===== src/rtl/fpu_cmp_scheduler.sv =====
// ============================================================================
// Module      : fpu_cmp_scheduler (with helper fpu_comparator)
// Description : Shares one subtract/compare unit between two requesters.
//               Round-robin arbitration, three-state issue FSM,
//               backpressured response port, wrapping completion counter.
// Revision    : 1.0 - initial release
// ============================================================================
`default_nettype none

// Single shared subtractor: difference = a - b, sign = MSB of difference.
module fpu_comparator #(
  parameter int size = 32
) (
  input  logic [size-1:0] a,
  input  logic [size-1:0] b,
  output logic [size-1:0] difference,
  output logic            sign
);
  assign difference = a - b;
  assign sign       = difference[size-1];
endmodule

module fpu_cmp_scheduler #(
  parameter int size = 32
) (
  input  logic            clk,
  input  logic            rst,
  input  logic            req0_valid,
  input  logic [size-1:0] req0_a,
  input  logic [size-1:0] req0_b,
  output logic            req0_ready,
  input  logic            req1_valid,
  input  logic [size-1:0] req1_a,
  input  logic [size-1:0] req1_b,
  output logic            req1_ready,
  output logic            resp_valid,
  input  logic            resp_ready,
  output logic            resp_id,
  output logic [size-1:0] resp_diff,
  output logic            resp_lt,
  output logic            resp_eq,
  output logic            resp_gt,
  output logic [15:0]     op_count
);

  typedef enum logic [1:0] {
    S_IDLE = 2'd0,
    S_EXEC = 2'd1,
    S_RESP = 2'd2
  } state_t;

  state_t          r_state;
  logic            r_ptr;
  logic            r_id;
  logic [size-1:0] r_a;
  logic [size-1:0] r_b;
  logic [size-1:0] r_diff;
  logic            r_lt;
  logic            r_eq;
  logic            r_gt;
  logic            r_resp_valid;
  logic [15:0]     r_op_count;

  logic            w_idle;
  logic            w_gnt0;
  logic            w_gnt1;
  logic [size-1:0] w_diff;
  logic            w_sign;
  logic            w_zero;

  // The comparator only ever sees the latched operands, so requester inputs
  // may change freely once a grant has been taken.
  fpu_comparator #(.size(size)) u_cmp (
    .a          (r_a),
    .b          (r_b),
    .difference (w_diff),
    .sign       (w_sign)
  );

  assign w_zero = (w_diff == '0);

  // Requester 1 wins when it is alone or when the pointer favours it.
  assign w_idle = (r_state == S_IDLE);
  assign w_gnt1 = w_idle & req1_valid & (~req0_valid | r_ptr);
  assign w_gnt0 = w_idle & req0_valid & ~w_gnt1;

  // Ready is a same-cycle grant; forced low while reset is asserted.
  assign req0_ready = w_gnt0 & ~rst;
  assign req1_ready = w_gnt1 & ~rst;

  assign resp_valid = r_resp_valid;
  assign resp_id    = r_id;
  assign resp_diff  = r_diff;
  assign resp_lt    = r_lt;
  assign resp_eq    = r_eq;
  assign resp_gt    = r_gt;
  assign op_count   = r_op_count;

  // Issue FSM: grant/latch in IDLE, compare in EXEC, hold result in RESP.
  always_ff @(posedge clk or posedge rst) begin
    if (rst) begin
      r_state      <= S_IDLE;
      r_ptr        <= 1'b0;
      r_id         <= 1'b0;
      r_a          <= '0;
      r_b          <= '0;
      r_diff       <= '0;
      r_lt         <= 1'b0;
      r_eq         <= 1'b0;
      r_gt         <= 1'b0;
      r_resp_valid <= 1'b0;
      r_op_count   <= 16'd0;
    end else begin
      case (r_state)
        S_IDLE: begin
          if (w_gnt0 | w_gnt1) begin
            r_a     <= w_gnt1 ? req1_a : req0_a;
            r_b     <= w_gnt1 ? req1_b : req0_b;
            r_id    <= w_gnt1;
            // Point at the requester that was not served.
            r_ptr   <= ~w_gnt1;
            r_state <= S_EXEC;
          end
        end
        S_EXEC: begin
          // Flags follow the raw sign bit; a-b overflow is not corrected.
          r_diff       <= w_diff;
          r_eq         <= w_zero;
          r_lt         <= w_sign & ~w_zero;
          r_gt         <= ~w_sign & ~w_zero;
          r_resp_valid <= 1'b1;
          r_state      <= S_RESP;
        end
        S_RESP: begin
          if (resp_ready) begin
            r_resp_valid <= 1'b0;
            r_op_count   <= r_op_count + 16'd1;
            r_state      <= S_IDLE;
          end
        end
        default: begin
          r_resp_valid <= 1'b0;
          r_state      <= S_IDLE;
        end
      endcase
    end
  end

endmodule

`default_nettype wire


===== config.mk =====
export PLATFORM = sky130hd
export DESIGN_NAME = fpu_cmp_scheduler
export DESIGN_NICKNAME = d
export VERILOG_FILES = /design/src/rtl/fpu_cmp_scheduler.sv
export SDC_FILE = /design/constraint.sdc
export NUM_CORES = 1
export LEC_CHECK = 0
export ABC_CLOCK_PERIOD_IN_PS = 4150
export BUFFER_PORTS_ARGS = -buffer_cell sky130_fd_sc_hd__buf_2
export CORE_ASPECT_RATIO = 1.1
export CORE_MARGIN = 2
export CORE_UTILIZATION = 32
export CTS_CLUSTER_SIZE = 24
export DETAILED_ROUTE_END_ITERATION = 8
export GPL_ROUTABILITY_DRIVEN = 0
export SLEW_MARGIN = 20
export SYNTH_ARGS = -nofsm -noshare
export SYNTH_HDL_FRONTEND = slang
export SYNTH_SLANG_ARGS = --single-unit

===== constraint.sdc =====
create_clock -name clk -period 4.15 [get_ports clk]
set_input_delay 0.415 -clock clk [delete_from_list [all_inputs] [get_ports clk]]
set_output_delay 0.415 -clock clk [all_outputs]
set_load 0.005 [all_outputs]

== Yosys cells after proc, flatten, opt, wreduce, memory -nomap -nowiden ==
Index checks and enable logic that the tools add are counted.

* Register bits: 120
* Input port bits: 133
* Output and inout bits: 55
* Logic and storage cells: 46

* Mux-type cells: 7
* Equality and inequality tests: 4
* $add $sub $neg: 2
* Reduce and logical (&&, ||, !) cells: 6
* Bitwise operators: 16

{| class="wikitable"
|+ Operator list
! cell !! count
|-
| 32-bit 2-to-1 mux || 2
|-
| 32-bit zero test || 1
|-
| 32-bit subtractor || 1
|-
| 16-bit by 1-bit adder with 16-bit output, second input constant || 1
|-
| 1-bit AND || 8
|-
| 2-bit AND reduction || 4
|-
| 1-bit inverter || 6
|-
| 2-bit one-hot mux with 3 select lines || 1
|-
| 2-bit 2-to-1 mux || 2
|-
| 1-bit one-hot mux with 3 select lines || 1
|-
| 2-bit by 1-bit == test with 1-bit output, second input constant || 1
|-
| 2-bit == test, second input constant || 1
|-
| 2-bit zero test || 1
|-
| 2-bit by 1-bit != test with 1-bit output, second input constant || 1
|-
| 2-bit != test, second input constant || 1
|-
| 1-bit bitwise OR || 2
|-
| 1-bit 2-to-1 mux || 1
|}

== Logic depth before layout (Yosys ltp) ==
* Word-level depth: 8
* Depth in mapped cells: 13
* Gate-level depth less buffers: 13

== Cells and area by module ==
From an unflattened synthesis, not the netlist that was laid out.

* Cell total of the unflattened synthesis: 787
* Area, all modules: 7199.4 um^2

{| class="wikitable"
|+ By module, submodules not included
! module !! sequential area each (um^2) !! times used !! area each (um^2) !! cells each
|-
| fpu_cmp_scheduler || 3002.9 || 1 || 5288.8 || 520
|-
| fpu_comparator || 0.0 || 1 || 1910.6 || 267
|}

== Least setup slack after synthesis ==
No wires, ideal clock.

* Kind: input to output
* Start point: input rst
* End point: output req0_ready
* Path buffers: 0
* Data arrival time: 3.272 ns
* Cell stages on the path: 2
* Slack: 0.463 ns
* Required time: 3.735 ns
* Cell sequence: inv_1 -> and2_1

* Cells in the longest elaborated chain, start to end: 2

{| class="wikitable"
|+ Ends and longest elaborated chain
! element !! line !! text
|-
| from (decl) || 27 || <nowiki>input logic rst,</nowiki>
|-
| 1-bit inverter || 88 || <nowiki>assign req0_ready = w_gnt0 & ~rst;</nowiki>
|-
| 1-bit AND || 88 ||
|-
| to (decl) || 31 || <nowiki>output logic req0_ready,</nowiki>
|}

Every way passes these cells.

== Worst setup path in the final report ==
* Start point: register r_a[14]
* End point: register r_eq, in the netlist resp_eq

* Cells in the longest elaborated chain, start to end: 2

{| class="wikitable"
|+ Ends and longest elaborated chain
! element !! line !! text
|-
| from (decl) || 55 || <nowiki>logic [size-1:0] r_a;</nowiki>
|-
| from (signal assigned) || 117 || <nowiki>r_a <= w_gnt1 ? req1_a : req0_a;</nowiki>
|-
| 32-bit subtractor || 19 || <nowiki>assign difference = a - b;</nowiki>
|-
| 32-bit zero test || 80 || <nowiki>assign w_zero = (w_diff == '0);</nowiki>
|-
| to (signal assigned) || 128 || <nowiki>r_eq <= w_zero;</nowiki>
|-
| to (decl) || 59 || <nowiki>logic r_eq;</nowiki>
|}

Every way passes these cells.
A chain may end at the register's enable or synchronous reset.

==> impl_metrics.py <==
metrics = {
    "worst_setup_path": {
        "crit_top_cell": "and4b_1",
        "crit_chain": "ha_1 -> a21oi_1 -> o21ai_1 -> nor2_1 -> a21oi_2 -> o311ai_0 -> nand4_1 -> and4b_1 -> and4_1 -> and4b_1 -> a22o_1",
        "critPathMaxFanout": 7,
        "path_buf_inv": 0,
        "cp_data_required_time_ns": 4.50,
        "reg2reg_from": "r_a[14]",
        "path_delay_family": "compound AO/OA/AOI/OAI gates",
        "cp-end-kind": "flop",
        "rrSetupSlack_ns": 0.90,
        "critPathSlowestCell": "o311ai_0",
        "r2r_cells": 11,
        "worst-path-stages": 11,
        "worstSetupPathType": "flop to flop",
        "worstPathArrival_ns": 3.60,
        "r2r_end": "resp_eq",
        "start_kind": "flop",
        "max_stage_delay_ns": 0.58,
    },
    "placed_design": {
        "post-dp-hpwl_microns": 15400,
        "dp_cells": 1155,
        "postPlaceCellArea_sq_mm": 0.00819,
        "port_buffers": 187,
    },
    "cts": {
        "clkSlewWorstSetupHoldPaths_ns": 0.06,
        "cts.sinks": 120,
        "cts_tree": "built",
        "post_cts_resized": 0,
        "hold_buffers": 0,
        "clockBufferDepth": 2,
        "cts_root_buf": "clkbuf_16",
        "cts_buffers": 17,
        "insertion_delay_ns": 0.42,
        "htreeDepth": 4,
        "post_cts_buffers": 0,
    },
    "pwr": {
        "power_density_mw_per_mm2": 984,
        "ir_worst_vdd_mv": 0.414,
        "total_power_w": 0.00868,
        "p_leak_nw": 4.44,
    },
    "grt": {
        "top_usage_layer": "met2",
        "use_met2_pct": 27.4,
        "grt_pass1_wl_microns": 32900,
        "grt_usage_pct": 17.9,
        "gr-usage-met1_pct": 25.7,
        "antenna_found_initial": 0,
        "grt-ovfl-total": 0,
        "grt_max_degree": 68,
        "met3_usage_pct": 3.35,
        "grt_pass1_vias": 6017,
    },
    "layout": {
        "finish.utilization_pct": 41.1,
        "finalNonFillerCells": 1187,
        "final_nets": 1050,
        "n_antenna_cell": 0,
        "area_growth_pct": 25.8,
        "drive_above_1_share_pct": 28.0,
        "postLayoutCellArea_sq_mm": 0.00882,
    },
    "sta": {
        "rsz0062_at_grt": "no",
        "finalCriticalPeriod_ns": 3.25,
        "worstMarginPinSlew_ns": 0.902,
        "finClkSkew_ns": 0.00865,
        "max-slew-margin-rel_pct": 39.5,
        "min_period_over_period_pct": 78.2,
        "setup_viol": 0,
        "clock.fmax_mhz": 308,
        "hold_viol_final": 0,
        "tns_ns": 0,
        "final_max_slew_viol_count": 0,
    },
    "synthesis": {
        "netlist.area_leader.share_pct": 42.8,
        "syn_avg_cell_area_sq_um": 9.79,
        "yosys_warnings": 0,
        "synthTopCellsByCount": "dfrtp_1 (120), and3_1 (67), a221o_1 (64), nand2_1 (64), inv_1 (43)",
        "syn_area_sq_mm": 0.00701,
        "ys_seq_area_share_pct": 42.8,
        "ys_ff_latch": 120,
        "synth.distinct_cells": 70,
        "synthCells": 716,
        "synth_fp_nets": 882,
        "synthFlopType": "dfrtp_1",
        "post-synth-top-count-cell": "dfrtp_1",
        "async_flop_share_pct": 100,
        "synthTopCellsByArea": "dfrtp_1 (43%), a221o_1 (9.1%), and3_1 (6.0%)",
        "synth_top_cell_by_area": "dfrtp_1",
        "synth-edff-count": 0,
    },
    "routing": {
        "drtIter0Drc": 330,
        "avgRoutedWirePerCell_microns": 17.3,
        "wirelength_microns": 20500,
        "antenna_left": 0,
        "vias": 6173,
        "drc": 0,
        "dr.pass1.iters": 5,
        "vias_per_cell": 5.20,
    },
    "floorplan": {
        "rows": 56,
        "fp.dieH_microns": 159,
        "io_pins": 188,
        "fp.dieW_microns": 145,
        "coreArea_sq_mm": 0.0214,
        "initial_core_util_pct": 32.7,
        "die_area_sq_mm": 0.0231,
    },
    "run": {
        "max_cap_viol_count": 0,
    },
    "outcome": {
        "status": "completed",
    },
    "worst_hold_path": {
        "min_path_type": "primary input to asynchronous set/reset pin",
    },
}
## logic make-up (layout without fill, tap and decap cells)
| kind of cell | Yosys count | in the layout | synth area share, % |
|---|---|---|---|
| xor gates and xnor gates | 37 | 37 | 4.62 |
| muxes | 4 | 4 | 0.607 |
| AOI/OAI and AO/OA | 210 | 210 | 24.2 |
| adders and majority gates | 33 | 33 | 6.00 |
| DFF | 120 | 120 | 42.8 |
| buffers and inverters | 87 | 268 | 4.86 |
| and+or+nand+nor | 225 | 225 | 16.9 |
## placed cells by master, fill, tap and decap left out, types with 3 or more instances in the layout
cell        netlist  routed
a21boi_0          3       3
a21o_1            9       9
a21oi_1          29      29
a21oi_2           7       7
a221o_1          64      64
a41o_1            3       3
and2_1            4       4
and3_1           67      67
and4_1            3       3
buf_2             2     187
buf_4             1       6
bufinv_16         0       4
clkbuf_16         0      17
clkinv_4          0       5
clkinvlp_4        0       3
dfrtp_1         120     120
ha_1             32      32
inv_1            43      42
nand2_1          64      64
nand2b_1          3       3
nand3_1          12      12
nand4_1          11      11
nor2_1           28      28
nor2b_1           4       3
nor3_1           12      11
o211ai_1          4       4
o21a_1            7       7
o21ai_0          38      38
o21ai_1           8       8
o22ai_1           3       3
o31ai_1           5       5
or3_1             6       6
xnor2_1          25      25
xor2_1           12      12
## cell type report
cell class,count,area [sq um]
fill,2161,12600
multi-input combinational,509,3680
sequential,120,3000
timing repair buffer,193,981
clock buffer,18,429
tap,290,363
clock inverter,14,200
inverter,43,164
## where the power goes
group          total, W  switching, W  leakage, nW  internal, W
clock           0.00158      0.000569        0.297      0.00101
sequential      0.00200      0.000309         1.50      0.00169
combinational   0.00510       0.00305         2.64      0.00206
## registers in the layout, summed over array words and instances (netlist names)
signal,count
r_state,2
resp_valid,1
resp_gt,1
resp_id,1
op_count,16
resp_diff,32
resp_eq,1
r_b,32
r_a,32
r_ptr,1
resp_lt,1
## layer usage
layer / wire length (microns) / share of wire (%)
met3: 1010 / 4.9
met2: 9210 / 45
met5: 0 / 0
met4: 259 / 1.3
met1: 10100 / 49
## per-stage QoR
stage	worst slack, ns	hold slack [ns]
detailed placement	0.933	0.463
finish	0.903	0.141
CTS	0.906	0.173
floorplan	0.463	0.468
global route	0.729	0.202
global placement	0.876	0.456
## how the worst max path moves through the flow
stage	end	start	slack, ns
2_1_floorplan	req0_ready	rst	0.46
3_3_place_gp	resp_eq	r_a[14]	0.88
3_5_place_dp	resp_eq	r_a[14]	0.93
4_1_cts	resp_eq	r_a[14]	0.91
5_1_grt	resp_eq	r_a[14]	0.73
6_report	resp_eq	r_a[14]	0.90
Note: power is estimated with default switching activity, not from simulation.
